**src/rtl/busca_instrucao.sv**
```systemverilog
// Instruction fetch stage: owns the PC, fetches over a req/ack memory handshake
// and hands each instruction to decode over valid/ready, applying redirects.
module busca_instrucao #(
  parameter logic [31:0] PC_RESET = 32'h0040_0000,
  parameter logic [31:0] NOP_INST = 32'h0000_0013
) (
  input  logic        iCLK,
  input  logic        iRST,
  output logic        oMemReq,
  output logic [31:0] oMemAddr,
  input  logic        iMemAck,
  input  logic [31:0] iMemData,
  output logic        oValid,
  output logic [31:0] oInst,
  output logic [31:0] oPC,
  input  logic        iReady,
  input  logic        iRedirect,
  input  logic [31:0] iTarget,
  output logic        oFault,
  output logic [31:0] oCount
);

  typedef enum logic [1:0] {
    S_IDLE,
    S_REQ,
    S_HOLD,
    S_FAULT
  } state_t;

  state_t      r_state;
  state_t      w_state_next;
  logic [31:0] r_pc;
  logic [31:0] r_inst;
  logic [31:0] r_inst_pc;
  logic [31:0] r_count;
  logic [31:0] w_next_pc;
  logic        w_misaligned;
  logic        w_consume;

  // Redirect inputs only matter on the consuming edge; elsewhere they are don't-care.
  assign w_consume    = (r_state == S_HOLD) && iReady;
  assign w_next_pc    = iRedirect ? iTarget : (r_inst_pc + 32'd4);
  assign w_misaligned = |w_next_pc[1:0];

  always_comb begin
    // NOTE: default first so every path assigns w_state_next and no latch is inferred.
    w_state_next = r_state;
    case (r_state)
      S_IDLE:  w_state_next = S_REQ;
      S_REQ:   if (iMemAck) w_state_next = S_HOLD;
      S_HOLD:  if (iReady) w_state_next = w_misaligned ? S_FAULT : S_REQ;
      default: w_state_next = S_FAULT;
    endcase
  end

  always_ff @(posedge iCLK or posedge iRST) begin
    if (iRST) begin
      r_state <= S_IDLE;
    end else begin
      // NOTE: non-blocking so every register samples pre-edge values regardless of order.
      r_state <= w_state_next;
    end
  end

  always_ff @(posedge iCLK or posedge iRST) begin
    if (iRST) begin
      r_pc      <= PC_RESET;
      r_inst    <= NOP_INST;
      r_inst_pc <= PC_RESET;
      r_count   <= '0;
    end else begin
      if ((r_state == S_REQ) && iMemAck) begin
        r_inst    <= iMemData;
        r_inst_pc <= r_pc;
      end
      if (w_consume) begin
        r_count <= r_count + 32'd1;
        r_inst  <= NOP_INST;
        // A misaligned target leaves pc at the faulting instruction's fetch address.
        if (!w_misaligned) r_pc <= w_next_pc;
      end
    end
  end

  assign oMemReq  = (r_state == S_REQ);
  assign oMemAddr = r_pc;
  assign oValid   = (r_state == S_HOLD);
  assign oInst    = r_inst;
  assign oPC      = r_inst_pc;
  assign oFault   = (r_state == S_FAULT);
  assign oCount   = r_count;

endmodule

```
**config.mk**
```make
export PLATFORM = sky130hd
export DESIGN_NAME = busca_instrucao
export DESIGN_NICKNAME = d
export VERILOG_FILES = /design/src/rtl/busca_instrucao.sv
export SDC_FILE = /design/constraint.sdc
export NUM_CORES = 1
export LEC_CHECK = 0
export ABC_AREA = 1
export BUFFER_PORTS_ARGS = -buffer_cell sky130_fd_sc_hd__buf_2
export CELL_PAD_IN_SITES_DETAIL_PLACEMENT = 0
export CELL_PAD_IN_SITES_GLOBAL_PLACEMENT = 1
export CORE_AREA = 4 4 146 148
export CTS_CLUSTER_SIZE = 28
export DETAILED_ROUTE_END_ITERATION = 12
export DIE_AREA = 0 0 150 152
export PLACE_DENSITY = 0.8
export SLEW_MARGIN = 20
export SYNTH_ARGS = -nofsm -noshare
export SYNTH_HDL_FRONTEND = slang
export SYNTH_SLANG_ARGS = --single-unit
```
**constraint.sdc**
```tcl
create_clock -name iCLK -period 3.7 [get_ports iCLK]
set_input_delay 0.555 -clock iCLK [delete_from_list [all_inputs] [get_ports iCLK]]
set_output_delay 0.555 -clock iCLK [all_outputs]
set_load 0.1 [all_outputs]
```
==> results.txt, run 1 <==
outcome - finished, final reports clean
Clk network pwr share - 20.5%
Root Driver - clkbuf_16
register area share after synthesis - 50.3%
initial antenna violation count - 3
mean post-synth cell area - 7.95 sq um
syn nets - 885
Ys Warns - 0
Internal - 0.00349 W
H-tree depth - 4
die height - 152 um
crit-path cells - nor2_2 > buf_4 > buf_2
delay-heaviest family, CP - buffers and inverters
Fill cells - 2158
Port-buffer cells - 199
Layout area overhead - 28.7%
core box area - 20000 sq um
detail-routed via count per cell - 4.74
Nets - 1081
Fmax - 417 MHz
clock tree sinks - 130
hold crit path type - in -> async
Max Cap Viol - 0
Die W - 150 um
Setup TNS - 0 ns
DRT Wirelength - 19900 um
first-pass GRT wire length - 31700 um
DP HPWL - 14600 um
crit path DAT - 1.84 ns
worst vdd ir - 0.000418 V
Final GP Congestion - 0.848
setup bufs post-CTS - 0
layout cells sized above 1 - 24.9%
Worst EP required - 3.14 ns
Rel. slew slack - 36.7%
PwrDens - 965 nW/um^2
hold_ws - 0.164 ns
CP Class - reg -> out
Max Buffers Root-to-Sink - 2
Startpoint Class - flip-flop
drt drc - 0
Hold-fix buffers, CTS - 0
CP peak stage delay - 0.50 ns
Overall Global Routing Usage - 17.5%
Slew @ Worst Pin - 0.948 ns
register area - 3260 sq um
CP max FO - 31
endpoints failing setup - 0
CP max-delay cell - buf_2
Switch Pwr - 0.00456 W
Flop pwr share - 27.7%
Hold Vio Cnt, Final - 0
Clk Latency, worst-skew pair - 0.42 ns
# IOs - 200
Leakage - 4.30 nW
Post-Syn Area - 6470 sq um
Routed Antenna Nets - 0
Reg clk slew, reported paths - 0.06 ns
DR vias - 6129
Sw Ratio - 56.6%
unrepaired setup endpoints after global routing - false
vias in the first global route - 6098
Mapped Cells - 814
Tcrit/Tclk final - 64.8%
Synth cell types - 36
grt ovf - 0
Yosys reg bits - 130
post-cts sizing count - 0
power share of the combinational group - 51.8%
Rows - 52
CTS tree - done
crit path time final - 2.40 ns
area of the multi-input gates - 2820 sq um
Final Max Tran Viols - 0
DRT Pass-1 Iters - 5
Layout Skew - 0.00813 ns
total CTS buffers - 17
Worst setup EP type - primary output
Antenna diodes - 0
DIE AREA - 22800 sq um
Iter 0 DRT Violations - 249
largest net degree at the start of global routing - 68
crit path buf inv count - 2
Initial Util - 32.3%
WL/cell - 15.4 um
registers in the layout, indices dropped and copies added (netlist names):
name,flops
oPC,32
oCount,32
oInst,32
oMemAddr,32
r_state,2
final timing paths:
check	startpoint	end	slack, ns	depth (start not counted)
min reg2reg	oMemAddr[22]	oMemAddr[22]	0.48	2
max	r_state[1]	oMemReq	1.30	3
min in group iCLK	iMemData[27]	oInst[27]	0.38	2
min	iRST	oInst[26]	0.16	2
max in group asynchronous	iRST	oPC[9]	2.58	3
max reg2reg	r_state[1]	oInst[3]	1.68	6
per-stage QoR:
| stage | worst slack (ns) | total power (W) | area (sq um) | util, % | std cells |
|---|---|---|---|---|---|
| floorplan | 1.43 | 0.00567 | 6480 | - | 814 |
| global placement | 1.54 | 0.00640 | 7750 | 38.7 | 1261 |
| detailed placement | 1.48 | 0.00643 | 7750 | 38.7 | 1261 |
| CTS | 1.26 | 0.00811 | 8330 | 41.6 | 1293 |
| global route | 1.18 | 0.00839 | 8330 | 41.6 | 1293 |
| finish | 1.30 | 0.00804 | 8330 | 41.6 | 1293 |
synthesized netlist by cell type, drive strengths merged:
library cell | n | area, sq um
buf | 14 | 67.6
nor4 | 1 | 6.26
nand3b | 2 | 15.0
mux2 | 1 | 11.3
a32o | 29 | 290
o21ai | 42 | 210
xor2 | 12 | 105
nor3b | 1 | 7.51
clkbuf | 14 | 52.6
and2 | 2 | 12.5
o22a | 3 | 26.3
o211ai | 4 | 30.0
nand3 | 52 | 273
xnor2 | 17 | 149
a31oi | 1 | 6.26
dfrtp | 125 | 3130
o21bai | 1 | 7.51
dfstp | 5 | 131
ha | 2 | 25.0
a22oi | 2 | 15.0
nand4 | 8 | 50.1
nand2b | 1 | 6.26
nand2 | 235 | 890
o22ai | 2 | 12.5
a21oi | 15 | 75.1
or2 | 4 | 25.0
inv | 74 | 278
nor3 | 4 | 20.0
nor2 | 141 | 549
layer usage:
layer	track usage [%]	share of wire, %	up-vias
met3	6.05	7.5	43
met2	28.5	47	195
met4	5.93	2.5	6
met5	0	0.18	-
met1	21.6	43	2859
li1	-	-	3026
area by class of cell:
cell class | count | share of cell area (%)
Clock buffer | 28 | 6.44
Clock inverter | 4 | 0.540
Inverter | 74 | 3.38
Multi-Input combinational cell | 582 | 33.8
Sequential cell | 130 | 39.1
Tap cell | 270 | 4.05
Timing Repair Buffer | 205 | 12.6
logic make-up (layout without fill, tap and decap cells):
kind of cell / after synthesis / after routing / share of synthesized area, %
simple gates: 451 / 451 / 28.6
xor+xnor: 29 / 29 / 3.92
fa+ha+maj: 2 / 2 / 0.386
compound gates: 99 / 99 / 10.4
flops: 130 / 130 / 50.3
mux: 1 / 1 / 0.174
buf+inv: 102 / 311 / 6.14
power groups by stage:
| stage | combinational, W | clock (W) | sequential [W] |
|---|---|---|---|
| after floorplan | 0.000637 | 0 | 0.00503 |
| after global placement | 0.00415 | 0 | 0.00225 |
| after detailed placement | 0.00418 | 0 | 0.00225 |
| after CTS | 0.00419 | 0.00169 | 0.00223 |
| after global routing | 0.00433 | 0.00176 | 0.00230 |
| final | 0.00416 | 0.00165 | 0.00223 |
cells in the final DEF, fill, tap and decap left out, types with 3 or more instances in the layout:
cell       netlist  final
clkbuf_16        0     17
nand2_2          3      4
a32o_1          29     29
xor2_1          12     12
nor2_1         137    137
clkinv_2         0      3
o211ai_1         4      4
o21ai_0         41     41
nand2_1        232    231
dfstp_2          5      5
buf_4            0      5
buf_2           12    199
a21oi_1         15     15
clkbuf_8         0      7
xnor2_1         17     17
o22a_1           3      3
dfrtp_1        125    125
clkbuf_1        14      4
inv_1           73     71
or2_2            4      4
nand3_1         51     51
nand4_1          8      8
nor3_1           4      4
Power figures use the tool's default switching activity.
==> run 2, diff against run 1 <==
==> constraint.sdc (replaced) <==
create_clock -name iCLK -period 2.2 [get_ports iCLK]
set_input_delay 0.33 -clock iCLK [delete_from_list [all_inputs] [get_ports iCLK]]
set_output_delay 0.33 -clock iCLK [all_outputs]
set_load 0.1 [all_outputs]
==> results.txt, run 2 (synthesis results as in run 1) <==
Leakage - 4.31 nW (about the same)
drt drc - 0 (unchanged)
Internal - 0.00582 W (+67%)
Clk network pwr share - 20.4% (about the same)
clock tree sinks - 130 (unchanged)
Max Buffers Root-to-Sink - 2 (unchanged)
Setup WS pre-CTS - 0.359 ns (-1.12 ns)
vias in the first global route - 6140 (+0.69%)
Hold Vio Cnt, Final - 0 (unchanged)
Worst setup EP type - primary output
setup bufs post-CTS - 0 (unchanged)
Overall Global Routing Usage - 17.8% (+0.32 points)
power share of the combinational group - 52.0% (+0.2 points)
unrepaired setup endpoints after global routing - false
Top Metal Used - met5
Worst EP required - 1.87 ns (-1.27 ns)
Final Max Tran Viols - 0 (unchanged)
outcome - finished, final reports clean
Rel. slew slack - 36.6% (-0.14 points)
Layout Skew - 0.00965 ns (+0.00152 ns)
CP max-delay cell - dfrtp_1
most frequent cells in the layout - 231 x nand2_1, 198 x buf_2, 137 x nor2_1
crit path time final - 1.96 ns
DRT Pass-1 Iters - 5 (unchanged)
CP max FO - 30 (-3.2%)
layout cells sized above 1 - 25.7% (+0.78 points)
met1 WL - 8340 um (-2.2%)
Switch Pwr - 0.00773 W (+70%)
Final GP Congestion - 0.839 (-1.2%)
delay-heaviest family, CP - buffers and inverters
largest net degree at the start of global routing - 131 (+93%)
Routed Antenna Nets - 0 (unchanged)
routed wl met2 - 9520 um (+2.0%)
Rows - 52 (unchanged)
CTS tree - done
Layout area overhead - 29.2%
Clk Latency, worst-skew pair - 0.42 ns (about the same)
crit-path cells - nor2_2 > buf_4 > buf_12
Tcrit/Tclk final - 88.9%
initial antenna violation count - 3 (unchanged)
hold_ws - 0.0761 ns (-0.0881 ns)
Slew @ Worst Pin - 0.951 ns (+0.00213 ns)
PwrDens - 1620 nW/um^2 (+68%)
Reg clk slew, reported paths - 0.06 ns (about the same)
Die W - 150 um (unchanged)
total CTS buffers - 17 (unchanged)
H-tree depth - 4 (unchanged)
die height - 152 um (unchanged)
Antenna diodes - 0 (unchanged)
Sw Ratio - 57.1% (+0.43 points)
Tot Pwr - 0.0135 W (+68%)
Root Driver - clkbuf_16
Max Cap Viol - 0 (unchanged)
r2r setup slk - 0.37 ns (-1.31 ns)
Port-buffer cells - 199 (unchanged)
Fmax - 511 MHz
# IOs - 200 (unchanged)
post-cts sizing count - 0 (unchanged)
endpoints failing setup - 0 (unchanged)
DR vias - 6090 (-0.64%)
DRT Wirelength - 19800 um (-0.37%)
detail-routed via count per cell - 4.70 (-0.94%)
Flop pwr share - 27.6% (about the same)
crit path DAT - 1.63 ns (-0.21 ns)
CP peak stage delay - 0.46 ns (-0.04 ns)
first-pass GRT wire length - 32500 um (+2.5%)
Final Cell Area - 8370 sq um (+0.39%)
WL/cell - 15.3 um (-0.68%)
DP HPWL - 14500 um (-0.96%)
Startpoint Class - flip-flop
worst vdd ir - 0.000646 V (+54%)
Worst Slack Setup Final - 0.243 ns (-1.06 ns)
Setup TNS - 0 ns (unchanged)
post-place instance area - 7800 sq um (+0.65%)
Iter 0 DRT Violations - 250 (+0.40%)
DIE AREA - 22800 sq um (unchanged)
most common cell after layout, fill and taps aside - nand2_1
crit path buf inv count - 2 (unchanged)
hold crit path type - in -> async
Nets - 1085 (+0.37%)
Hold-fix buffers, CTS - 0 (unchanged)
Initial Util - 32.3% (unchanged)
core box area - 20000 sq um (unchanged)
CP Class - reg -> out
met3 wire len - 1540 um (+3.5%)
grt ovf - 0 (unchanged)
[run 2: cell types whose count changed in the layout (fill, tap and decap cells not counted)]
cell and change:
buf_12 +1, buf_2 -1, buf_4 +4, bufinv_16 +1, clkbuf_1 -1, clkbuf_8 -6
clkinv_2 +3, clkinv_4 +1, clkinvlp_4 +2, dfrtp_1 -4, dfrtp_2 +4
[run 2: cell type report]
cell class / instances / area (sq um)
clock buffers: 21 / 450
flip-flops and latches: 130 / 3260
repair buffers: 209 / 1100
well taps: 270 / 338
fillers: 2142 / 11700
clock inverters: 11 / 114
multi-input cells: 582 / 2820
inverters: 74 / 282
[run 2: power by group through the flow]
stage          sequential (W)  combinational [W]  clock (W)
4_1_cts               0.00375            0.00708    0.00283
6_report              0.00374            0.00705    0.00276
3_3_place_gp          0.00376            0.00704          0
5_1_grt               0.00387            0.00735    0.00294
2_1_floorplan         0.00847            0.00107          0
3_5_place_dp          0.00378            0.00708          0
[run 2: final timing paths]
kind                                    from      endpoint  cells after the start
worst max-delay path              r_state[1]       oMemReq                      3
worst min-delay path                    iRST     oInst[10]                      3
worst max register to register        oPC[2]  oMemAddr[26]                     10
worst min register to register  oMemAddr[22]  oMemAddr[22]                      2
max in group asynchronous               iRST        oPC[3]                      3
min in group iCLK                iMemData[4]      oInst[4]                      2
[run 2: layer usage]
metal  track usage, %  up-vias
li1                 -     3036
met1             22.8     2839
met2             29.1      179
met3             5.24       30
met4             5.40        6
met5                0        -
[run 2: worst register-to-register path: cells and delay by family (launching register included)]
family | cells | cell delay (ns)
adder cells (fa/ha/maj) | 1 | 0.24
flip-flops | 1 | 0.42
buffers and inverters | 1 | 0.07
AND/OR/NAND/NOR | 8 | 0.98
[run 2: stage by stage]
| stage | util, % | instances |
|---|---|---|
| after CTS | 41.8 | 1297 |
| after global placement | 38.9 | 1265 |
| after floorplan | - | 814 |
| final | 41.8 | 1297 |
| after detailed placement | 38.9 | 1265 |
| after global routing | 41.8 | 1297 |
